**src/rtl/router_pkg.sv**
```systemverilog
// rtl/router_pkg.sv - shared router constants, flit field layout and XY route function
package router_pkg;

    localparam int unsigned PORT_LOCAL = 0;
    localparam int unsigned PORT_N     = 1;
    localparam int unsigned PORT_E     = 2;
    localparam int unsigned PORT_S     = 3;
    localparam int unsigned PORT_W     = 4;
    localparam int unsigned MAX_PORTS  = 5;

    // Flag bits sit at PORT_WIDTH - offset so the layout holds for any flit width.
    localparam int unsigned HEAD_OFS   = 1;
    localparam int unsigned TAIL_OFS   = 2;

    localparam int unsigned DST_X_LSB  = 0;
    localparam int unsigned MAX_COORD_W = 16;

    typedef logic [MAX_PORTS-1:0]   route_vec_t;
    typedef logic [MAX_COORD_W-1:0] coord_t;

    function automatic route_vec_t xy_route(input coord_t cur_x, input coord_t cur_y,
                                            input coord_t dst_x, input coord_t dst_y);
        route_vec_t r;
        r = '0;
        if (dst_x > cur_x)      r[PORT_E] = 1'b1;
        else if (dst_x < cur_x) r[PORT_W] = 1'b1;
        else if (dst_y > cur_y) r[PORT_N] = 1'b1;
        else if (dst_y < cur_y) r[PORT_S] = 1'b1;
        else                    r[PORT_LOCAL] = 1'b1;
        return r;
    endfunction

endpackage

```
**src/rtl/router_ingress_buffer_if.sv**
```systemverilog
// rtl/router_ingress_buffer_if.sv - upstream flit link plus switch-side request link
interface router_ingress_buffer_if #(
    parameter int NUM_PORTS  = 4,
    parameter int PORT_WIDTH = 128
);
    logic                  in_val;
    logic [PORT_WIDTH-1:0] in_dat;
    logic                  in_rdy;
    logic                  out_val;
    logic [PORT_WIDTH-1:0] out_dat;
    logic [NUM_PORTS:0]    out_req;
    logic                  out_rdy;

    modport master (
        output in_val, in_dat, out_rdy,
        input  in_rdy, out_val, out_dat, out_req
    );

    modport slave (
        input  in_val, in_dat, out_rdy,
        output in_rdy, out_val, out_dat, out_req
    );
endinterface

```
**src/rtl/router_sync_fifo.sv**
```systemverilog
// rtl/router_sync_fifo.sv - registered-storage synchronous FIFO, no write-to-read bypass
module router_sync_fifo #(
    parameter int WIDTH = 128,
    parameter int DEPTH = 4
) (
    input  logic                     clk,
    input  logic                     arst,
    input  logic                     push,
    input  logic                     pop,
    input  logic [WIDTH-1:0]         wdata,
    output logic [WIDTH-1:0]         rdata,
    output logic                     full,
    output logic                     empty,
    output logic [$clog2(DEPTH):0]   fill
);
    localparam int AW = $clog2(DEPTH);

    logic [WIDTH-1:0] mem_q [DEPTH];
    logic [AW-1:0]    wr_ptr_q, wr_ptr_d;
    logic [AW-1:0]    rd_ptr_q, rd_ptr_d;
    logic [AW:0]      fill_q, fill_d;
    logic             do_push, do_pop;

    assign full    = (fill_q == (AW+1)'(DEPTH));
    assign empty   = (fill_q == '0);
    assign do_push = push && !full;
    assign do_pop  = pop && !empty;
    assign rdata   = mem_q[rd_ptr_q];
    assign fill    = fill_q;

    // Pointers are AW bits wide, so DEPTH being a power of two gives the wrap for free.
    always_comb begin
        wr_ptr_d = wr_ptr_q;
        rd_ptr_d = rd_ptr_q;
        fill_d   = fill_q;
        if (do_push) wr_ptr_d = wr_ptr_q + 1'b1;
        if (do_pop)  rd_ptr_d = rd_ptr_q + 1'b1;
        case ({do_push, do_pop})
            2'b10:   fill_d = fill_q + 1'b1;
            2'b01:   fill_d = fill_q - 1'b1;
            default: fill_d = fill_q;
        endcase
    end

    always_ff @(posedge clk or posedge arst) begin
        if (arst) begin
            wr_ptr_q <= '0;
            rd_ptr_q <= '0;
            fill_q   <= '0;
        end else begin
            wr_ptr_q <= wr_ptr_d;
            rd_ptr_q <= rd_ptr_d;
            fill_q   <= fill_d;
        end
    end

    always_ff @(posedge clk) begin
        if (do_push) mem_q[wr_ptr_q] <= wdata;
    end

endmodule

```
**src/rtl/router_ingress_buffer.sv**
```systemverilog
// rtl/router_ingress_buffer.sv - ingress FIFO with XY route request held for the whole packet
module router_ingress_buffer
    import router_pkg::*;
#(
    parameter int NUM_PORTS  = 4,
    parameter int PORT_WIDTH = 128,
    parameter int DEPTH      = 4,
    parameter int COORD_W    = 4
) (
    input  logic                   clk,
    input  logic                   arst,
    input  logic [COORD_W-1:0]     cur_x,
    input  logic [COORD_W-1:0]     cur_y,
    router_ingress_buffer_if.slave link,
    output logic [$clog2(DEPTH):0] fill,
    output logic                   err_drop
);
    localparam logic [0:0] ST_IDLE = 1'b0;
    localparam logic [0:0] ST_BODY = 1'b1;

    logic [0:0]            state_q, state_d;
    logic [NUM_PORTS:0]    route_q, route_d;
    logic [PORT_WIDTH-1:0] front;
    logic                  full, empty, push, pop, drop;
    logic                  front_head, front_tail;
    route_vec_t            route_full;
    logic [NUM_PORTS:0]    route_now;

    assign front_head = front[PORT_WIDTH-HEAD_OFS];
    assign front_tail = front[PORT_WIDTH-TAIL_OFS];

    assign route_full = xy_route(coord_t'(cur_x), coord_t'(cur_y),
                                 coord_t'(front[DST_X_LSB +: COORD_W]),
                                 coord_t'(front[DST_X_LSB+COORD_W +: COORD_W]));
    assign route_now  = route_full[NUM_PORTS:0];

    assign link.in_rdy  = !full;
    assign link.out_dat = front;
    assign push         = link.in_val && !full;
    assign pop          = (link.out_val && link.out_rdy) || drop;
    assign err_drop     = drop;

    router_sync_fifo #(
        .WIDTH (PORT_WIDTH),
        .DEPTH (DEPTH)
    ) u_fifo (
        .clk   (clk),
        .arst  (arst),
        .push  (push),
        .pop   (pop),
        .wdata (link.in_dat),
        .rdata (front),
        .full  (full),
        .empty (empty),
        .fill  (fill)
    );

    // A headless flit at the front in IDLE is never presented; it is discarded in place.
    always_comb begin
        link.out_val = 1'b0;
        link.out_req = '0;
        drop         = 1'b0;
        state_d      = state_q;
        route_d      = route_q;
        if (state_q == ST_IDLE) begin
            if (!empty) begin
                if (front_head) begin
                    link.out_val = 1'b1;
                    link.out_req = route_now;
                    if (link.out_rdy && !front_tail) begin
                        state_d = ST_BODY;
                        route_d = route_now;
                    end
                end else begin
                    drop = 1'b1;
                end
            end
        end else begin
            link.out_val = !empty;
            link.out_req = empty ? '0 : route_q;
            if (!empty && link.out_rdy && front_tail) state_d = ST_IDLE;
        end
    end

    always_ff @(posedge clk or posedge arst) begin
        if (arst) begin
            state_q <= ST_IDLE;
            route_q <= '0;
        end else begin
            state_q <= state_d;
            route_q <= route_d;
        end
    end

endmodule

```
**src/flat_wrapper.sv**
```systemverilog
// flat-port wrapper written by rule: the top's interface ports become plain ports
module router_ingress_buffer_flat import router_pkg::*;
#(
    parameter int NUM_PORTS  = 4,
    parameter int PORT_WIDTH = 128,
    parameter int DEPTH      = 4,
    parameter int COORD_W    = 4
)
  (clk, arst, cur_x, cur_y, fill, err_drop, link_in_val, link_in_dat, link_out_rdy, link_in_rdy, link_out_val, link_out_dat, link_out_req);
  router_ingress_buffer_if #(.NUM_PORTS(NUM_PORTS), .PORT_WIDTH(PORT_WIDTH)) link_i ();
  input  logic clk;
  input  logic arst;
  input  logic [COORD_W-1:0] cur_x;
  input  logic [COORD_W-1:0] cur_y;
  output logic [$clog2(DEPTH):0] fill;
  output logic err_drop;
  input wire logic [$bits(link_i.in_val)-1:0] link_in_val;
  input wire logic [$bits(link_i.in_dat)-1:0] link_in_dat;
  input wire logic [$bits(link_i.out_rdy)-1:0] link_out_rdy;
  output wire logic [$bits(link_i.in_rdy)-1:0] link_in_rdy;
  output wire logic [$bits(link_i.out_val)-1:0] link_out_val;
  output wire logic [$bits(link_i.out_dat)-1:0] link_out_dat;
  output wire logic [$bits(link_i.out_req)-1:0] link_out_req;
  assign link_i.in_val = link_in_val;
  assign link_i.in_dat = link_in_dat;
  assign link_i.out_rdy = link_out_rdy;
  assign link_in_rdy = link_i.in_rdy;
  assign link_out_val = link_i.out_val;
  assign link_out_dat = link_i.out_dat;
  assign link_out_req = link_i.out_req;
  router_ingress_buffer #(.NUM_PORTS(NUM_PORTS), .PORT_WIDTH(PORT_WIDTH), .DEPTH(DEPTH), .COORD_W(COORD_W)) u_core (.clk(clk), .arst(arst), .cur_x(cur_x), .cur_y(cur_y), .link(link_i), .fill(fill), .err_drop(err_drop));
endmodule
```
**config.mk**
```make
export PLATFORM = sky130hd
export DESIGN_NAME = router_ingress_buffer_flat
export DESIGN_NICKNAME = d
export VERILOG_FILES = /design/src/rtl/router_pkg.sv /design/src/rtl/router_ingress_buffer_if.sv /design/src/rtl/router_sync_fifo.sv /design/src/rtl/router_ingress_buffer.sv /design/src/flat_wrapper.sv
export SDC_FILE = /design/constraint.sdc
export NUM_CORES = 1
export LEC_CHECK = 0
export CAP_MARGIN = 20
export CORE_MARGIN = 8
export CORE_UTILIZATION = 50
export CTS_BUF_LIST = sky130_fd_sc_hd__clkbuf_2 sky130_fd_sc_hd__clkbuf_4 sky130_fd_sc_hd__clkbuf_8
export CTS_CLUSTER_SIZE = 12
export DETAILED_ROUTE_END_ITERATION = 10
export GPL_ROUTABILITY_DRIVEN = 0
export PLACE_DENSITY = 0.84
export SYNTH_ARGS = -nofsm -noshare
export SYNTH_HDL_FRONTEND = slang
export SYNTH_HIERARCHICAL = 1
export SYNTH_SLANG_ARGS = --single-unit
```
**constraint.sdc**
```tcl
create_clock -name clk -period 9.4 [get_ports clk]
set_input_delay 1.88 -clock clk [delete_from_list [all_inputs] [get_ports clk]]
set_output_delay 1.88 -clock clk [all_outputs]
set_load 0.01 [all_outputs]
```
==> summary.txt, run 1 <==
Max transition margin = 31.2%
Setup_tns = 0 ns
Drt via density = 5.41
CTS Root Cell = clkbuf_8
PD cells = 318 mW/mm^2
Fin cells = 1,705
Num CTS Buffers = 82
Die area = 0.0456 mm^2
Fin crit share = 65.7%
CTS tree = built
Routed WL = 39.3 mm
Grt total ovfl = 0
Max-cap violations = 0
Number of synthesized flops with an enable pin = 512
Maximum fanout along the worst path = 50
Post-synthesis sequential area ratio = 80.4%
HPWL Detailed = 24.9 mm
Pleak = 7.98 nW
Post-synthesis register bit count = 525
Cell with the most instances after synthesis = edfxtp_1
Crit end category = primary output
Tmin final = 6.18 ns
Starting DRC count in detailed routing = 697
Post-CTS Hold Fix Bufs = 0
Global-route wire length before repair = 59.4 mm
Mapped cell area = 0.0195 mm^2
Final hold vios = 0
Area growth syn-to-layout = 24.9%
Number of global-route vias before repair = 10,089
Longest Clk Path Bufs = 3
Die height = 214 um
Synth area leader = edfxtp_1
Unrepaired setup endpoints after global routing = no
Worst Path Required = 7.52 ns
Status = finished, final reports clean
Filler Cell Count = 2,657
DR WL/cell = 23.0 um
Clock slew seen by the registers of the worst setup and hold paths = 0.06 ns
Core Region = 0.0386 mm^2
Initial Util = 50.6%
Crit path DAT = 4.30 ns
Asr flop ratio synth = 2.48%
Top cells by area, synth = edfxtp_1 79%, mux4_2 15%, dfrtp_1 1.7%, ha_1 0.83%, buf_6 0.69%
TritonRoute pass-1 iters = 5
Commonest cells post-synth = 512 x edfxtp_1, 128 x mux4_2, 19 x inv_1
Post-route DRC violation count = 0
Avg Inst Size Synth = 25.0 um^2
VDD IR-drop max = 0.000221 V
Fmax = 162 MHz
Largest net degree at the start of global routing = 67
Total GRT Usage = 17.3%
Distinct cells, synth = 42
Layout cells sized above 1 = 23.5%
Startpoint types = flop
Syn nets = 936
Slew Viols, Final = 0
Post-CTS setup buffer count = 0
Clock tree sinks = 525
Die W = 214 um
Warnings from Yosys = 6
Clock latency on the worst-skew pair = 0.60 ns
Critical path type = reg2out
H-tree depth = 3
Post-route ant nets = 0
Prevailing post-synth register cell = edfxtp_1
Yosys top cell area share = 78.8%
Total power = 7.76 mW
# port buffers = 278
Nets = 1,281
Vias = 9,228
Rows = 72
Worst min path class = reg2reg
CTS resizes = 0
Initial antenna violation count = 3
Final Skew = 0.0208 ns
Synthesized netlist cell count = 782
Final setup viols = 0
Placed cells = 1,561
Io pins = 279
Slew at the pin with the worst max-slew slack = 1.03 ns
==> layer usage <==
metal | global-route usage [%] | up-vias | wire, um
li1 | - | 4028 | -
met1 | 22.0 | 4757 | 15400
met2 | 28.3 | 377 | 19700
met3 | 5.63 | 62 | 3580
met4 | 5.60 | 4 | 653
met5 | 0 | - | 23
==> path summary, 6_finish.rpt <==
kind	startpoint	endpoint	slack, ns	cells after the start
min in group asynchronous	arst	u_core/route_q[2]	1.56	2
setup reg to reg	u_core/u_fifo/fill[2]	u_core/u_fifo/mem_q[3][104]	6.01	5
hold / removal	u_core/route_q[2]	u_core/route_q[2]	0.50	1
max in group asynchronous	arst	u_core/u_fifo/rd_ptr_q[1]	7.52	2
setup / recovery	u_core/u_fifo/rd_ptr_q[0]	link_out_req[0]	3.22	7
hold reg to reg	u_core/route_q[2]	u_core/route_q[2]	0.50	1
==> registers in the layout, indices dropped and copies added, names as in the netlist <==
register / count
u_core/u_fifo/mem_q: 512
u_core/route_q: 5
u_core/u_fifo/fill: 3
u_core/u_fifo/rd_ptr_q: 2
u_core/u_fifo/wr_ptr_q: 2
u_core/state_q: 1
==> final cells by class <==
cell class	count	area, um^2	area share, %
Inverter	19	71.3	0.292
Sequential cell	525	15700	64.4
Antenna cell	2	5.00	0.0205
Multi-Input combinational cell	208	3530	14.5
Clock buffer	117	1420	5.83
Timing Repair Buffer	291	2880	11.8
Tap cell	518	648	2.66
Clock inverter	25	120	0.493
==> power breakdown <==
group | switching (mW) | internal (mW) | total [mW]
clock | 0.814 | 0.971 | 1.79
sequential | 0.135 | 3.11 | 3.25
combinational | 1.32 | 1.40 | 2.72
==> cells in the final DEF, fill, tap and decap left out, types with 2 or more instances in the layout <==
cell	instances
a21oi_1	7
and2_4	4
buf_4	13
clkbuf_4	30
clkbuf_8	87
clkdlybuf4s50_1	278
clkinv_1	17
clkinv_2	3
clkinvlp_4	2
dfrtp_1	11
dfrtp_4	2
diode_2	2
edfxtp_1	512
ha_1	13
inv_1	19
inv_6	3
mux4_2	128
nand2_1	11
nor2_1	6
nor2b_1	4
nor3_1	2
o41ai_1	3
xnor2_1	3
xor2_1	3
==> cell families (layout without fill, tap and decap cells) <==
kind of cell | count (synthesis) | in the layout | share of synthesized area, %
other | 0 | 2 | 0
and+or+nand+nor | 37 | 37 | 1.10
adders and majority gates | 14 | 14 | 0.936
buffers and inverters | 49 | 452 | 1.52
AOI/OAI and AO/OA | 20 | 20 | 0.808
xor gates and xnor gates | 6 | 6 | 0.269
muxes | 131 | 131 | 14.9
DFF | 525 | 525 | 80.4
==> worst max-delay path: stages (launching register included) <==
cell and delay (ns):
dfrtp_4 0.47, buf_4 0.76, mux4_2 0.64, ha_1 0.34
and4_4 0.25, o41ai_4 0.11, o41ai_1 0.47, clkdlybuf4s50_1 0.63
==> metrics by stage <==
stage          cell area (um^2)  util, %  setup WS, ns  hold WS (ns)
2_1_floorplan             19500        -          3.60         0.444
3_3_place_gp              22800     59.2          3.50         0.473
3_5_place_dp              22800     59.2          3.36         0.480
4_1_cts                   24400     63.2          3.07         0.498
5_1_grt                   24400     63.2          2.80         0.514
6_report                  24400     63.3          3.22         0.498
Note: power is estimated with default switching activity, not from simulation.
==> run 2, diff against run 1 <==
- PLACE_DENSITY: 0.84 -> 0.87
- clock period: 9.4 -> 5.1 ns (I/O delays scaled with it)
==> summary.txt, run 2 (synthesis gave the netlist of run 1 again) <==
Io pins = 279
TritonRoute pass-1 iters = 5
Initial antenna violation count = 7
Longest Clk Path Bufs = 3
Area growth syn-to-layout = 25.7%
Routed WL = 40.1 mm
Most common cell after layout, fill and taps aside = edfxtp_1
Core Region = 0.0386 mm^2
Pint = 10.2 mW
Starting DRC count in detailed routing = 677
CTS resizes = 0
Final Cell Area = 0.0245 mm^2
Post-route DRC violation count = 0
Critical path type = reg2out
Biggest register = u_core/u_fifo/mem_q
Clock latency on the worst-skew pair = 0.61 ns
CP top delay family = flip-flops
Rows = 72
Fin crit share = 91.2%
Nets = 1,284
Pre-CTS setup slack = 0.835 ns
Total GRT Usage = 17.6%
# port buffers = 278
Max incr delay on CP = 0.68 ns
Die area = 0.0456 mm^2
Setup_tns = 0 ns
Num CTS Buffers = 83
Status = finished, final reports clean
Share of power burned in registers = 41.7%
Crit path DAT = 3.63 ns
Global-route wire length before repair = 59.9 mm
Worst min path class = reg2reg
Clock slew seen by the registers of the worst setup and hold paths = 0.06 ns
Clock power share = 23.2%
Fmax = 215 MHz
Final Skew = 0.0249 ns
Worst setup margin = 0.449 ns
Post-CTS Hold Fix Bufs = 0
Largest net degree at the start of global routing = 84
Final setup viols = 0
Die height = 214 um
Initial Util = 50.6%
Maximum fanout along the worst path = 20
Max FFs per register = 512
Crit path max-delay cell type = dfrtp_4
Slew Viols, Final = 0
Unrepaired setup endpoints after global routing = no
Startpoint types = flop
Worst Path Required = 4.08 ns
Die W = 214 um
Post-CTS setup buffer count = 0
Vias = 9,297
DR WL/cell = 23.4 um
Commonest cells after routing, fill and taps aside = 512 x edfxtp_1, 278 x clkdlybuf4s50_1, 128 x mux4_2
Combinational Power Share = 35.0%
H-tree depth = 3
Clock tree sinks = 525
CTS tree = built
Max-cap violations = 0
CP cell instances = mux4_2 -> ha_1 -> and4_4 -> o41ai_4 -> o41ai_1 -> clkdlybuf4s50_1
Post-route ant nets = 0
Pleak = 8.03 nW
Slew at the pin with the worst max-slew slack = 0.864 ns
Sw Ratio = 29.3%
Tmin final = 4.65 ns
Final hold vios = 0
Filler Cell Count = 2,614
Crit end category = primary output
Number of global-route vias before repair = 10,019
Max transition margin = 42.4%
Placed cell area = 0.0229 mm^2
Grt total ovfl = 0
HPWL Detailed = 25.4 mm
PD cells = 587 mW/mm^2
CTS Root Cell = clkbuf_8
Buffers & Inverters on Critical Path = 1
VDD IR-drop max = 0.000392 V
Layout cells sized above 1 = 23.8%
Sw power = 4.22 mW
Drt via density = 5.43
-- run 2: power groups by stage --
stage               registers (mW)  clock network [mW]  logic (mW)
floorplan                     6.05                   0        2.85
global placement              6.03                   0        5.07
detailed placement            6.11                   0        5.12
CTS                           6.03                3.46        5.17
global route                  6.09                3.63        5.38
finish                        6.01                3.35        5.04
-- run 2: area by class of cell --
type	count	area, um^2	area share (%)
diodes	2	5.00	0.0204
clock buffers	115	1400	5.71
flip-flops and latches	525	15700	64.0
inverters	19	71.3	0.291
well taps	518	648	2.64
repair buffers	293	2980	12.2
multi-input cells	208	3530	14.4
clock inverters	32	178	0.724
-- run 2: through the flow --
stage / util (%) / total power, mW / hold slack [ns] / instances
after CTS: 63.6 / 14.6 / 0.490 / 1710
after floorplan: - / 8.90 / 0.444 / 782
after global routing: 63.6 / 15.1 / 0.532 / 1710
after global placement: 59.5 / 11.1 / 0.470 / 1563
final: 63.6 / 14.4 / 0.488 / 1712
after detailed placement: 59.5 / 11.2 / 0.477 / 1563
-- run 2: worst register-to-register path: stages, from the launching register on --
cell     delay, ns
dfrtp_4       0.68
buf_12        0.52
mux4_2        0.72
nor3_1        0.22
or2_1         0.14
o31a_1        0.22
ha_1          0.21
inv_1         0.06
fa_1          0.37
xor2_1        0.15
nor2_1        0.11
xor2_1        0.15
-- run 2: final timing paths --
kind | start | to | slack (ns) | cells after the start
setup / recovery | u_core/u_fifo/rd_ptr_q[0] | link_out_req[0] | 0.45 | 6
hold / removal | u_core/route_q[4] | u_core/route_q[4] | 0.49 | 2
setup reg to reg | u_core/u_fifo/rd_ptr_q[0] | u_core/u_fifo/fill[2] | 1.47 | 11
hold reg to reg | u_core/route_q[4] | u_core/route_q[4] | 0.49 | 2
max in group asynchronous | arst | u_core/u_fifo/rd_ptr_q[0] | 4.11 | 2
min in group asynchronous | arst | u_core/route_q[4] | 0.67 | 2
-- run 2: per-layer routing --
| metal | GRT usage, % | routed length (um) | up-vias |
|---|---|---|---|
| li1 | - | - | 4040 |
| met1 | 22.2 | 15400 | 4772 |
| met2 | 28.6 | 19900 | 412 |
| met3 | 6.15 | 3860 | 63 |
| met4 | 6.05 | 786 | 10 |
| met5 | 0 | 57 | - |
==> run 3, diff against run 2 <==
- CORE_UTILIZATION: 50 -> 49
- CTS_BUF_LIST: sky130_fd_sc_hd__clkbuf_2 sky130_fd_sc_hd__clkbuf_4 sky130_fd_sc_hd__clkbuf_8 -> sky130_fd_sc_hd__clkbuf_16
- PLACE_DENSITY: 0.87 -> 0.86
- RECOVER_POWER: not set -> 100
==> summary.txt, run 3 (synthesis gave the netlist of run 1 again) <==
H-tree depth = 2
Number of global-route vias before repair = 9,701
Tmin final = 4.79 ns
Most common cell after layout, fill and taps aside = edfxtp_1
Filler Cell Count = 2,662
Nets = 1,257
Post-CTS Hold Fix Bufs = 0
Starting DRC count in detailed routing = 553
PD cells = 575 mW/mm^2
Hold Crit Endpoint = u_core/route_q[0]
Clock tree sinks = 525
Slew at the pin with the worst max-slew slack = 2.84 ns
Final hold vios = 0
Finished Core Util = 61.6%
Largest net degree at the start of global routing = 71
Max FFs per register = 512
Global-route wire length before repair = 59.9 mm
Hold depth = 2
Clock latency on the worst-skew pair = 0.56 ns
Worst min path class = reg2reg
Unrepaired setup endpoints after global routing = no
Die W = 216 um
Final Skew = 0.00767 ns
Core Region = 0.0395 mm^2
DR WL/cell = 23.8 um
Vias = 9,073
Longest Clk Path Bufs = 3
# port buffers = 278
Die area = 0.0465 mm^2
Biggest register = u_core/u_fifo/mem_q
CTS Root Cell = clkbuf_16
Post-route DRC violation count = 0
Hold slack = 0.488 ns
Failing checks = capacitance limit, slew limit
Drt via density = 5.48
Critical path type = reg2out
Crit path DAT = 3.77 ns
CTS resizes = 0
HPWL Detailed = 25.5 mm
Total power = 14.0 mW
Clock slew seen by the registers of the worst setup and hold paths = 0.06 ns
Rows = 73
Worst r2r path cells = 5
Area growth syn-to-layout = 24.7%
Fin crit share = 93.9%
Initial Util = 49.4%
Io pins = 279
Num CTS Buffers = 52
TritonRoute pass-1 iters = 5
Final setup viols = 0
Worst reg2reg path endpoint = u_core/u_fifo/mem_q[0][15]
Die height = 216 um
Post-route ant nets = 0
Pleak = 8.02 nW
Fin cells = 1,656
Status = complete, but fails checks
Setup_tns = 0 ns
Startpoint types = flop
Worst Min Path Start = u_core/route_q[0]
Critical Path Source = u_core/u_fifo/rd_ptr_q[0]
Worst Path Required = 4.08 ns
Grt total ovfl = 0
Placed cells = 1,574
Initial antenna violation count = 7
R2R Path Start = u_core/u_fifo/fill[2]
Post-CTS setup buffer count = 0
Maximum fanout along the worst path = 25
Max-cap violations = 5
Layout cells sized above 1 = 18.7%
Slew Viols, Final = 242
Max transition margin = -89.5%
Commonest cells after routing, fill and taps aside = 512 x edfxtp_1, 266 x dlygate4sd3_1, 128 x mux4_2
Fmax = 209 MHz
Routed WL = 39.5 mm
Crit end category = primary output
CTS tree = built
Total GRT Usage = 16.7%
Reg-to-reg setup timing slack = 0.94 ns
VDD IR-drop max = 0.000395 V
[run 3: routing by layer]
layer / part of all wire (%) / up-vias / global-route usage (%)
met1: 40 / 4694 / 21.4
met2: 50 / 334 / 27.3
met3: 8.1 / 66 / 5.24
met4: 2.0 / 8 / 4.97
li1: - / 3971 / -
met5: 0.13 / - / 0
[run 3: area by class of cell]
class | count | area [um^2] | area share, %
inverter | 19 | 71.3 | 0.293
multi-input combinational | 208 | 3500 | 14.4
clock buffer | 53 | 1330 | 5.45
tap | 525 | 657 | 2.70
clock inverter | 24 | 100 | 0.411
timing repair buffer | 297 | 2980 | 12.2
antenna | 5 | 12.5 | 0.0514
sequential | 525 | 15700 | 64.5
[run 3: worst max path at each step]
| stage | to | slack, ns | cells past startpoint |
|---|---|---|---|
| after floorplan | u_core/u_fifo/mem_q[2][0] | 0.16 | 3 |
| after global placement | link_out_req[0] | 0.90 | 7 |
| after detailed placement | link_out_req[0] | 0.77 | 7 |
| after CTS | link_out_req[0] | 0.27 | 6 |
| after global routing | link_out_req[0] | 0.15 | 6 |
| final | link_out_req[0] | 0.31 | 6 |
[run 3: stage by stage]
step | setup WS, ns | area, um^2
floorplan | 0.162 | 19500
detailed placement | 0.774 | 23000
global placement | 0.900 | 23000
CTS | 0.268 | 24400
global route | 0.151 | 24300
finish | 0.310 | 24300
[run 3: report_power, final]
group / internal, mW / switching (mW)
Sequential: 5.75 / 0.301
Combinational: 2.33 / 2.36
Clock: 1.84 / 1.43
Total: 9.92 / 4.09
[run 3: critical path: stages (launching register included)]
cell and delay [ns]:
dfrtp_4 0.75, mux4_2 0.59, ha_1 0.34, and4_4 0.25, o41ai_2 0.14, o41ai_1 0.47
dlygate4sd3_1 0.67
